<file path="src/rtl/demux_1to3_buffered_pkg.sv">
// Shared constants for the 1:3 buffered write-side demux: select encoding,
// data width and the select-to-push-enable decode.
package demux_1to3_buffered_pkg;

    localparam int         DW          = 8;
    localparam logic [1:0] SEL_A       = 2'd0;
    localparam logic [1:0] SEL_B       = 2'd1;
    localparam logic [1:0] SEL_C       = 2'd2;
    localparam logic [1:0] SEL_C_ALIAS = 2'd3;

    // One-hot sink enable: bit 0 = A, bit 1 = B, bit 2 = C.
    function automatic logic [2:0] sel_onehot(input logic [1:0] sel);
        logic [2:0] oh;
        case (sel)
            SEL_A:       oh = 3'b001;
            SEL_B:       oh = 3'b010;
            SEL_C:       oh = 3'b100;
            SEL_C_ALIAS: oh = 3'b100;
            default:     oh = 3'b000;
        endcase
        return oh;
    endfunction

endpackage

</file>
<file path="src/rtl/demux_1to3_buffered_fifo.sv">
// Small synchronous FIFO with a registered head word that holds its last
// value once the FIFO drains.
module sync_fifo #(
    parameter int W     = 8,
    parameter int DEPTH = 2,
    parameter int AW    = 1
) (
    input  logic         clk,
    input  logic         rst_n,
    input  logic         push,
    input  logic [W-1:0] wdata,
    output logic         full,
    input  logic         pop,
    output logic [W-1:0] rdata,
    output logic         empty
);

    localparam logic [AW:0]   CNT_FULL = (AW+1)'(DEPTH);
    localparam logic [AW:0]   CNT_ONE  = (AW+1)'(1);
    localparam logic [AW-1:0] PTR_ONE  = AW'(1);

    logic [W-1:0]  mem_q [DEPTH];
    logic [AW-1:0] wptr_q, wptr_d;
    logic [AW-1:0] rptr_q, rptr_d;
    logic [AW:0]   count_q, count_d;
    logic [W-1:0]  rdata_q, rdata_d;
    logic          push_en_s;
    logic          pop_en_s;

    assign full      = (count_q == CNT_FULL);
    assign empty     = (count_q == {(AW+1){1'b0}});
    assign push_en_s = push & ~full;
    assign pop_en_s  = pop & ~empty;
    assign rdata     = rdata_q;

    // Next pointers, occupancy and head word.
    always_comb begin
        wptr_d  = wptr_q;
        rptr_d  = rptr_q;
        count_d = count_q;
        rdata_d = rdata_q;
        if (push_en_s) begin
            wptr_d = wptr_q + PTR_ONE;
        end else begin
            wptr_d = wptr_q;
        end
        if (pop_en_s) begin
            rptr_d = rptr_q + PTR_ONE;
        end else begin
            rptr_d = rptr_q;
        end
        case ({push_en_s, pop_en_s})
            2'b10:   count_d = count_q + CNT_ONE;
            2'b01:   count_d = count_q - CNT_ONE;
            default: count_d = count_q;
        endcase
        // The new head is either already stored or is the word being written now.
        if (count_d != {(AW+1){1'b0}}) begin
            if (push_en_s && (rptr_d == wptr_q)) begin
                rdata_d = wdata;
            end else begin
                rdata_d = mem_q[rptr_d];
            end
        end else begin
            rdata_d = rdata_q;
        end
    end

    // Pointer, count and head registers.
    always_ff @(posedge clk or negedge rst_n) begin
        if (!rst_n) begin
            wptr_q  <= {AW{1'b0}};
            rptr_q  <= {AW{1'b0}};
            count_q <= {(AW+1){1'b0}};
            rdata_q <= {W{1'b0}};
        end else begin
            wptr_q  <= wptr_d;
            rptr_q  <= rptr_d;
            count_q <= count_d;
            rdata_q <= rdata_d;
        end
    end

    // Storage array.
    always_ff @(posedge clk or negedge rst_n) begin
        if (!rst_n) begin
            for (int i = 0; i < DEPTH; i++) begin
                mem_q[i] <= {W{1'b0}};
            end
        end else if (push_en_s) begin
            mem_q[wptr_q] <= wdata;
        end
    end

endmodule

</file>
<file path="src/rtl/demux_1to3_buffered.sv">
// Steers one source word to sink A, B or C (low 2 bits only) through
// per-sink FIFOs so a stalled sink never blocks the others.
module demux_1to3_buffered
    import demux_1to3_buffered_pkg::*;
#(
    parameter int DEPTH = 2,
    parameter int AW    = 1
) (
    input  logic          clk,
    input  logic          rst_n,
    input  logic [DW-1:0] in_data,
    input  logic [1:0]    in_sel,
    input  logic          in_valid,
    output logic          in_ready,
    output logic [DW-1:0] a_data,
    output logic          a_valid,
    input  logic          a_ready,
    output logic [DW-1:0] b_data,
    output logic          b_valid,
    input  logic          b_ready,
    output logic [1:0]    c_data,
    output logic          c_valid,
    input  logic          c_ready,
    output logic          busy
);

    logic [2:0] sel_oh_s;
    logic [2:0] full_s;
    logic [2:0] empty_s;
    logic [2:0] push_s;
    logic       accept_s;

    assign sel_oh_s = sel_onehot(in_sel);
    assign in_ready = ~|(sel_oh_s & full_s);
    assign accept_s = in_valid & in_ready;
    assign push_s   = sel_oh_s & {3{accept_s}};

    assign a_valid = ~empty_s[0];
    assign b_valid = ~empty_s[1];
    assign c_valid = ~empty_s[2];
    assign busy    = a_valid | b_valid | c_valid;

    sync_fifo #(.W(DW), .DEPTH(DEPTH), .AW(AW)) u_fifo_a (
        .clk   (clk),
        .rst_n (rst_n),
        .push  (push_s[0]),
        .wdata (in_data),
        .full  (full_s[0]),
        .pop   (a_valid & a_ready),
        .rdata (a_data),
        .empty (empty_s[0])
    );

    sync_fifo #(.W(DW), .DEPTH(DEPTH), .AW(AW)) u_fifo_b (
        .clk   (clk),
        .rst_n (rst_n),
        .push  (push_s[1]),
        .wdata (in_data),
        .full  (full_s[1]),
        .pop   (b_valid & b_ready),
        .rdata (b_data),
        .empty (empty_s[1])
    );

    sync_fifo #(.W(2), .DEPTH(DEPTH), .AW(AW)) u_fifo_c (
        .clk   (clk),
        .rst_n (rst_n),
        .push  (push_s[2]),
        .wdata (in_data[1:0]),
        .full  (full_s[2]),
        .pop   (c_valid & c_ready),
        .rdata (c_data),
        .empty (empty_s[2])
    );

endmodule
</file>
<file path="config.mk">
export PLATFORM = sky130hd
export DESIGN_NAME = demux_1to3_buffered
export DESIGN_NICKNAME = d
export VERILOG_FILES = /design/src/rtl/demux_1to3_buffered_pkg.sv /design/src/rtl/demux_1to3_buffered_fifo.sv /design/src/rtl/demux_1to3_buffered.sv
export SDC_FILE = /design/constraint.sdc
export NUM_CORES = 1
export LEC_CHECK = 0
export BUFFER_PORTS_ARGS = -buffer_cell sky130_fd_sc_hd__buf_2
export CAP_MARGIN = 20
export CORE_ASPECT_RATIO = 1.1
export CORE_MARGIN = 3
export CORE_UTILIZATION = 40
export CTS_CLUSTER_DIAMETER = 150
export DETAILED_ROUTE_END_ITERATION = 6
export SKIP_LAST_GASP = 1
export SLEW_MARGIN = 20
export SYNTH_ARGS = -nofsm -noshare
export SYNTH_HDL_FRONTEND = slang
export SYNTH_HIERARCHICAL = 1
export SYNTH_SLANG_ARGS = --single-unit
</file>
<file path="constraint.sdc">
create_clock -name clk -period 3.45 [get_ports clk]
set_input_delay 0.345 -clock clk [delete_from_list [all_inputs] [get_ports clk]]
set_output_delay 0.345 -clock clk [all_outputs]
set_load 0.005 [all_outputs]
</file>
======== After elaboration in Yosys (flattened, before gate mapping) ========
Cells that the tools add are included.
word-level totals
  input bits .............................. 16
  memory bits (read-only) ................. 0
  output and inout port bits .............. 23
  latch bits .............................. 0
  memory bits (writable) .................. 0
  memories ................................ 0
  register bits after elaboration ......... 66
operators by class
  add/sub/neg operators ................... 12
  reduce and logical (&&, ||, !) cells .... 16
  multiply operators ...................... 0
  div/mod/pow operators ................... 0
  $lt $le $gt $ge ......................... 9
  equality and inequality tests ........... 15
  shift operators ......................... 0
  bitwise gates (word level) .............. 26
  muxes and demuxes ....................... 28
operator list
  operator                                                                count
  8-bit two-way mux                                                       10
  16-bit bitwise mux                                                      2
  8-bit demux with 1-bit select                                           2
  2-bit equality test (second input constant)                             8
  2-bit >= comparator (second input constant)                             6
  1-bit inverter with 2-bit output                                        6
  2-bit one-hot mux with 2 select lines                                   3
  1-bit AND                                                               10
  2-bit two-way mux                                                       5
  3-bit one-hot mux with 3 select lines                                   1
  2-bit by 1-bit equality test with 1-bit output (second input constant)  4
  2-bit zero test                                                         4
  1-bit adder (second input constant)                                     6
  2-bit by 1-bit adder with 2-bit output (second input constant)          3
  3-bit AND                                                               2
  1-bit logical AND                                                       6
  2-bit by 1-bit < comparator with 1-bit output (second input constant)   3
  1-bit inverter                                                          6
  2-bit nonzero test                                                      3
  2-bit by 1-bit subtractor with 2-bit output (second input constant)     3
  4-bit bitwise mux                                                       1
  1-bit equality test                                                     3
  1-bit two-way mux                                                       3
  3-bit OR reduction                                                      1
  4 further kinds                                                         5

======== Depth between registers and ports, before layout ========
  depth in word-level cells ............... 12
  depth in mapped cells ................... 12
  gate-level depth less buffers ........... 9

======== Cells and area by module ========
Netlist, hierarchy kept.
modules (own cells, without submodules)
  module                    instances  area each (µm²)  sequential area each (µm²)  cells each
  sync_fifo (u_fifo_a ...)  2          1,599.0          700.7                       159
  sync_fifo (u_fifo_c)      1          563.0            250.2                       53
  demux_1to3_buffered       1          83.8             0.0                         12

======== Worst setup path after synthesis ========
Ideal clock, no wire load.
  path type ............................... reg2reg
  from .................................... register u_fifo_b.count_q[0]
  to ...................................... register u_fifo_b.rdata_q[6], in the netlist u_fifo_b/rdata[6]
  data required time ...................... 3.322 ns
  library setup time ...................... 0.128 ns
  path slack .............................. 0.861 ns
  arrival ................................. 2.461 ns
  cell stages (with the launch flop) ...... 13
  clock period less this slack ............ 2.589 ns
  buffers on the path ..................... 3
  cell sequence ........................... dfrtp_1 > buf_6 > nand2b_1 > inv_1 > nor4bb_1 > clkbuf_1 > nand2_1 > ha_1 > or2b_1 > o211ai_2 > and2_1 > buf_4 > o31ai_1
between the ends
  cells in the longest elaborated chain, start to end .. 10
ends and longest elaborated chain
  what                                                                                   RTL line                        RTL
  start, declared                                                                        demux_1to3_buffered_fifo.sv:25  logic [AW:0] count_q, count_d;
  start signal, assigned                                                                 demux_1to3_buffered_fifo.sv:74  count_q <= {(AW+1){1'b0}};
  start signal, assigned                                                                 demux_1to3_buffered_fifo.sv:79  count_q <= count_d;
  2-bit equality test (*)                                                                demux_1to3_buffered_fifo.sv:30  assign full = (count_q == CNT_FULL);
  via full_s[1]                                                                          demux_1to3_buffered.sv:28       logic [2:0] full_s;
  3-bit AND (*)                                                                          demux_1to3_buffered.sv:34       assign in_ready = ~|(sel_oh_s & full_s);
  3-bit OR reduction (*)                                                                 demux_1to3_buffered.sv:34
  1-bit zero test (*)                                                                    demux_1to3_buffered.sv:34
  1-bit AND (*)                                                                          demux_1to3_buffered.sv:35       assign accept_s = in_valid & in_ready;
  3-bit AND (*)                                                                          demux_1to3_buffered.sv:36       assign push_s = sel_oh_s & {3{accept_s}};
  via push_s[1]                                                                          demux_1to3_buffered.sv:30       logic [2:0] push_s;
  1-bit AND (*)                                                                          demux_1to3_buffered_fifo.sv:32  assign push_en_s = push & ~full;
  2-bit by 1-bit equality test with 1-bit output or 2-bit equality test (tied branches)  demux_1to3_buffered_fifo.sv:52  case ({push_en_s, pop_en_s})
  2-bit one-hot mux with 2 select lines                                                  demux_1to3_buffered_fifo.sv:52
  2-bit nonzero test                                                                     demux_1to3_buffered_fifo.sv:58  if (count_d != {(AW+1){1'b0}}) begin
  end signal, assigned                                                                   demux_1to3_buffered_fifo.sv:75  rdata_q <= {W{1'b0}};
  end signal, assigned                                                                   demux_1to3_buffered_fifo.sv:80  rdata_q <= rdata_d;
  end, declared                                                                          demux_1to3_buffered_fifo.sv:26  logic [W-1:0] rdata_q, rdata_d;
The timed path passes the listed nets; every way through them passes the cells marked *. The select of a mux whose other input is x is not followed.
A chain may end at the register's enable or synchronous reset.

======== Final worst setup path ========
  from .................................... register u_fifo_b.count_q[1]
  to ...................................... register u_fifo_b.rdata_q[7], in the netlist u_fifo_b/rdata[7]
between the ends
  cells in the longest elaborated chain, start to end .. 10
ends and longest elaborated chain
  what                                                    RTL line                                                   RTL
  2-bit zero test (*)                                     demux_1to3_buffered_fifo.sv:31                             assign empty = (count_q == {(AW+1){1'b0}});
  via empty_s[1]                                          demux_1to3_buffered.sv:29                                  logic [2:0] empty_s;
  1-bit inverter (*)                                      demux_1to3_buffered_fifo.sv:33, demux_1to3_buffered.sv:39
  1-bit AND                                               demux_1to3_buffered.sv:60                                  .pop (b_valid & b_ready),
  1-bit AND (*)                                           demux_1to3_buffered_fifo.sv:33                             assign pop_en_s = pop & ~empty;
  1-bit two-way mux                                       demux_1to3_buffered_fifo.sv:47                             if (pop_en_s) begin
  1-bit inverter with 2-bit output (not written as such)  demux_1to3_buffered_fifo.sv:62                             rdata_d = mem_q[rptr_d];
  8-bit two-way mux (not written as such) (3 in a row)    demux_1to3_buffered_fifo.sv:62
  8-bit two-way mux                                       demux_1to3_buffered_fifo.sv:59                             if (push_en_s && (rptr_d == wptr_q)) begin
Marks and branches as above.

==> results.toml <==
[sta]
max-slew-margin-rel_pct = 55.47
final-max-slew-violation-count = 0
fin_crit_sh_pct = 85.37
timing.fmax_mhz = 339.5
finalSetupViolations = 0
fin_hold_ws_ns = 0.01152
finalClockSkew_ns = 0.008153
setup_tns_ns = 0
hold_violations = 0
rsz0062_at_grt = "false"
layout_min_cycle_time_ns = 2.945
tightest_slew_ns = 0.6680
worst_slack_ns = 0.5047

[finish]
final_area_um2 = 4342
insertedDiodeCount = 0
syn_to_final_growth_pct = 12.92
nNetsFinal = 442
stdcell_count = 542
fillers = 883
final_common_cell = "dfrtp_1"
layout_common_cells = "66 x dfrtp_1, 39 x nand2_1, 37 x buf_2, 37 x nand2b_1, 35 x a21oi_1"
final_layout_size_suffix_gt1_share_pct = 25.70

[worst_setup_path]
crit_arrival_ns = 3.15
r2r-start = "u_fifo_b/count_q[1]"
worst_r2r_path_depth = 9
worstSetupPathType = "reg -> reg"
worst-r2r-setup-slack_ns = 0.50
worst_setup_path_end_kind = "flop"
start_kind = "flop"
worstPathRequired_ns = 3.66
r2r_end = "u_fifo_b/rdata[7]"
critPathMaxFanout = 10

[global_route]
grt_pass1_vias = 2936
antenna_found_initial = 0
grt_max_degree = 51
grtUsageTotal_pct = 17.38
grt_pass1_wl_mm = 14.78
grt_overflow = 0

[routing]
finalWirelength_mm = 8.761
post-route-drc-count = 0
post_drt_wl_per_cell_um = 16.16
ant_nets = 0
vias_per_cell = 5.417
drt_pass1_iterations = 4
vias = 2936
drt_iter0_drc = 152

[synthesis]
ys_warn_count = 6
ys_async_sr_fraction_pct = 100.0
postSynthNetCount = 402
synth.distinct_cells = 44
yosys.area.top_type = "dfrtp_1"
syn-cell-area_um2 = 3845
synth_edf_count = 0
synthTopCellsByArea = "dfrtp_1 43%, mux2_2 10%, nand2b_1 6.0%"
synth_ff_type = "dfrtp_1"
ys_seq_area_share_pct = 42.95
synth_top_area_share_pct = 42.95
ys_ff_latch = 66
syn_inst = 383
syn_area_per_cell_um2 = 10.04

[cts]
clockBufferDepth = 2
post-cts-setup-buffer-count = 0
cts_tree = "yes"
worstSkewPairLatency_ns = 0.34
postCtsHoldBufs = 0
cts_made_buffers = 9
cts_sinks = 66
htreeDepth = 3
clk_pin_slew_ns = 0.07
cts_root_buf = "clkbuf_8"
cts_resized = 0

[place]
dp_slack_ns = 0.5293
dpl_cell_area_um2 = 4163
gp_congestion = 0.7723
place.port_buffers = 38
dp.cells = 526
dp_hpwl_mm = 6.247

[floorplan]
die_x_um = 99.48
die_height_um = 108.8
ios = 39
start_util_pct = 42.26
core_area_um2 = 9099
std_cell_rows = 36
die_area_um2 = 10830

[pwr]
cellLeakagePower_nw = 1.847
power.density_nw_per_um2 = 994.6
vdd_drop_max_v = 0.0002994

[status]
outcome = "finished clean"

[min_path]
hp-class = "in -> async"

[flow_run]
maxCapViolations = 0
-- worst max-delay path by stage --
stage                        start           endpoint  slack [ns]  cells past startpoint
2_1_floorplan  u_fifo_b/count_q[0]  u_fifo_b/rdata[6]        0.86                     12
3_3_place_gp   u_fifo_b/count_q[0]  u_fifo_b/rdata[4]        0.66                      9
3_5_place_dp   u_fifo_b/count_q[1]  u_fifo_b/rdata[2]        0.53                      9
4_1_cts        u_fifo_b/count_q[1]  u_fifo_b/rdata[2]        0.49                      9
5_1_grt        u_fifo_b/count_q[0]  u_fifo_b/rdata[3]        0.15                      9
6_report       u_fifo_b/count_q[1]  u_fifo_b/rdata[7]        0.50                      9
-- report_power, final --
part           switching, mW  leakage [nW]  internal (mW)
Sequential             0.334         0.806           1.17
Clock                  0.290        0.0914          0.333
Combinational           1.15         0.949           1.04
-- metal layers --
layer	wire length, um	GRT usage, %	vias to the layer above	part of all wire, %
met5	0	0	-	0
met4	161	6.927	0	1.8
met3	304	2.815	12	3.5
met2	4323	28.84	48	49
met1	3971	22.75	1434	45
li1	-	-	1442	-
-- synth_stat cells (4+ instances only) --
master    number
dfrtp_1       66
xnor2_1       12
nand2_1       39
a21oi_1       35
a211oi_1      16
nand2b_1      37
o31ai_1       16
nor2_1         7
inv_1         14
mux2_2        34
nor3b_1       16
nand3_1       21
clkbuf_1      10
and2_1         4
-- cells by family after synthesis --
group / after synthesis / share of synthesized area (%)
XOR/XNOR: 17 / 4.621
multiplexers: 43 / 12.85
AO/OA/AOI/OAI: 83 / 14.64
AND/OR/NAND/NOR: 138 / 20.05
adder cells (fa/ha/maj): 3 / 0.9763
flip-flops: 66 / 42.95
buffers and inverters: 33 / 3.905
-- worst max-delay path: stages (launching register included) --
cell      delay, ns
dfrtp_1        0.48
nor2_1         0.23
nor2b_1        0.13
o21ai_4        0.16
clkinv_1       0.33
ha_1           0.40
or2b_1         0.28
o211ai_2       0.33
and2_1         0.35
o31ai_1        0.13
-- final cells by class --
type,count,area [um2],share of cell area (%)
clock buffer,13,138.9,3.199
sequential,66,1652,38.04
clock inverter,3,40.04,0.9222
multi-input combinational,284,2056,47.35
timing repair buffer,46,252.7,5.821
tap,114,142.6,3.285
inverter,16,60.06,1.383
-- flip-flops by register name, summed over array words and instances (netlist names) --
name	cells
u_fifo_b/rdata	8
u_fifo_c/rptr_q	1
u_fifo_b/rptr_q	1
u_fifo_c/mem_q	4
u_fifo_b/count_q	2
u_fifo_c/count_q	2
u_fifo_c/rdata	2
u_fifo_a/mem_q	16
u_fifo_b/mem_q	16
u_fifo_a/rptr_q	1
u_fifo_b/wptr_q	1
u_fifo_a/count_q	2
u_fifo_c/wptr_q	1
u_fifo_a/wptr_q	1
u_fifo_a/rdata	8
-- metrics by stage --
step / utilization [%] / total power, mW
2_1_floorplan: - / 3.180
3_3_place_gp: 45.72 / 3.650
3_5_place_dp: 45.75 / 3.717
4_1_cts: 47.72 / 4.362
5_1_grt: 47.72 / 4.706
6_report: 47.72 / 4.318
Power figures use the tool's default switching activity.
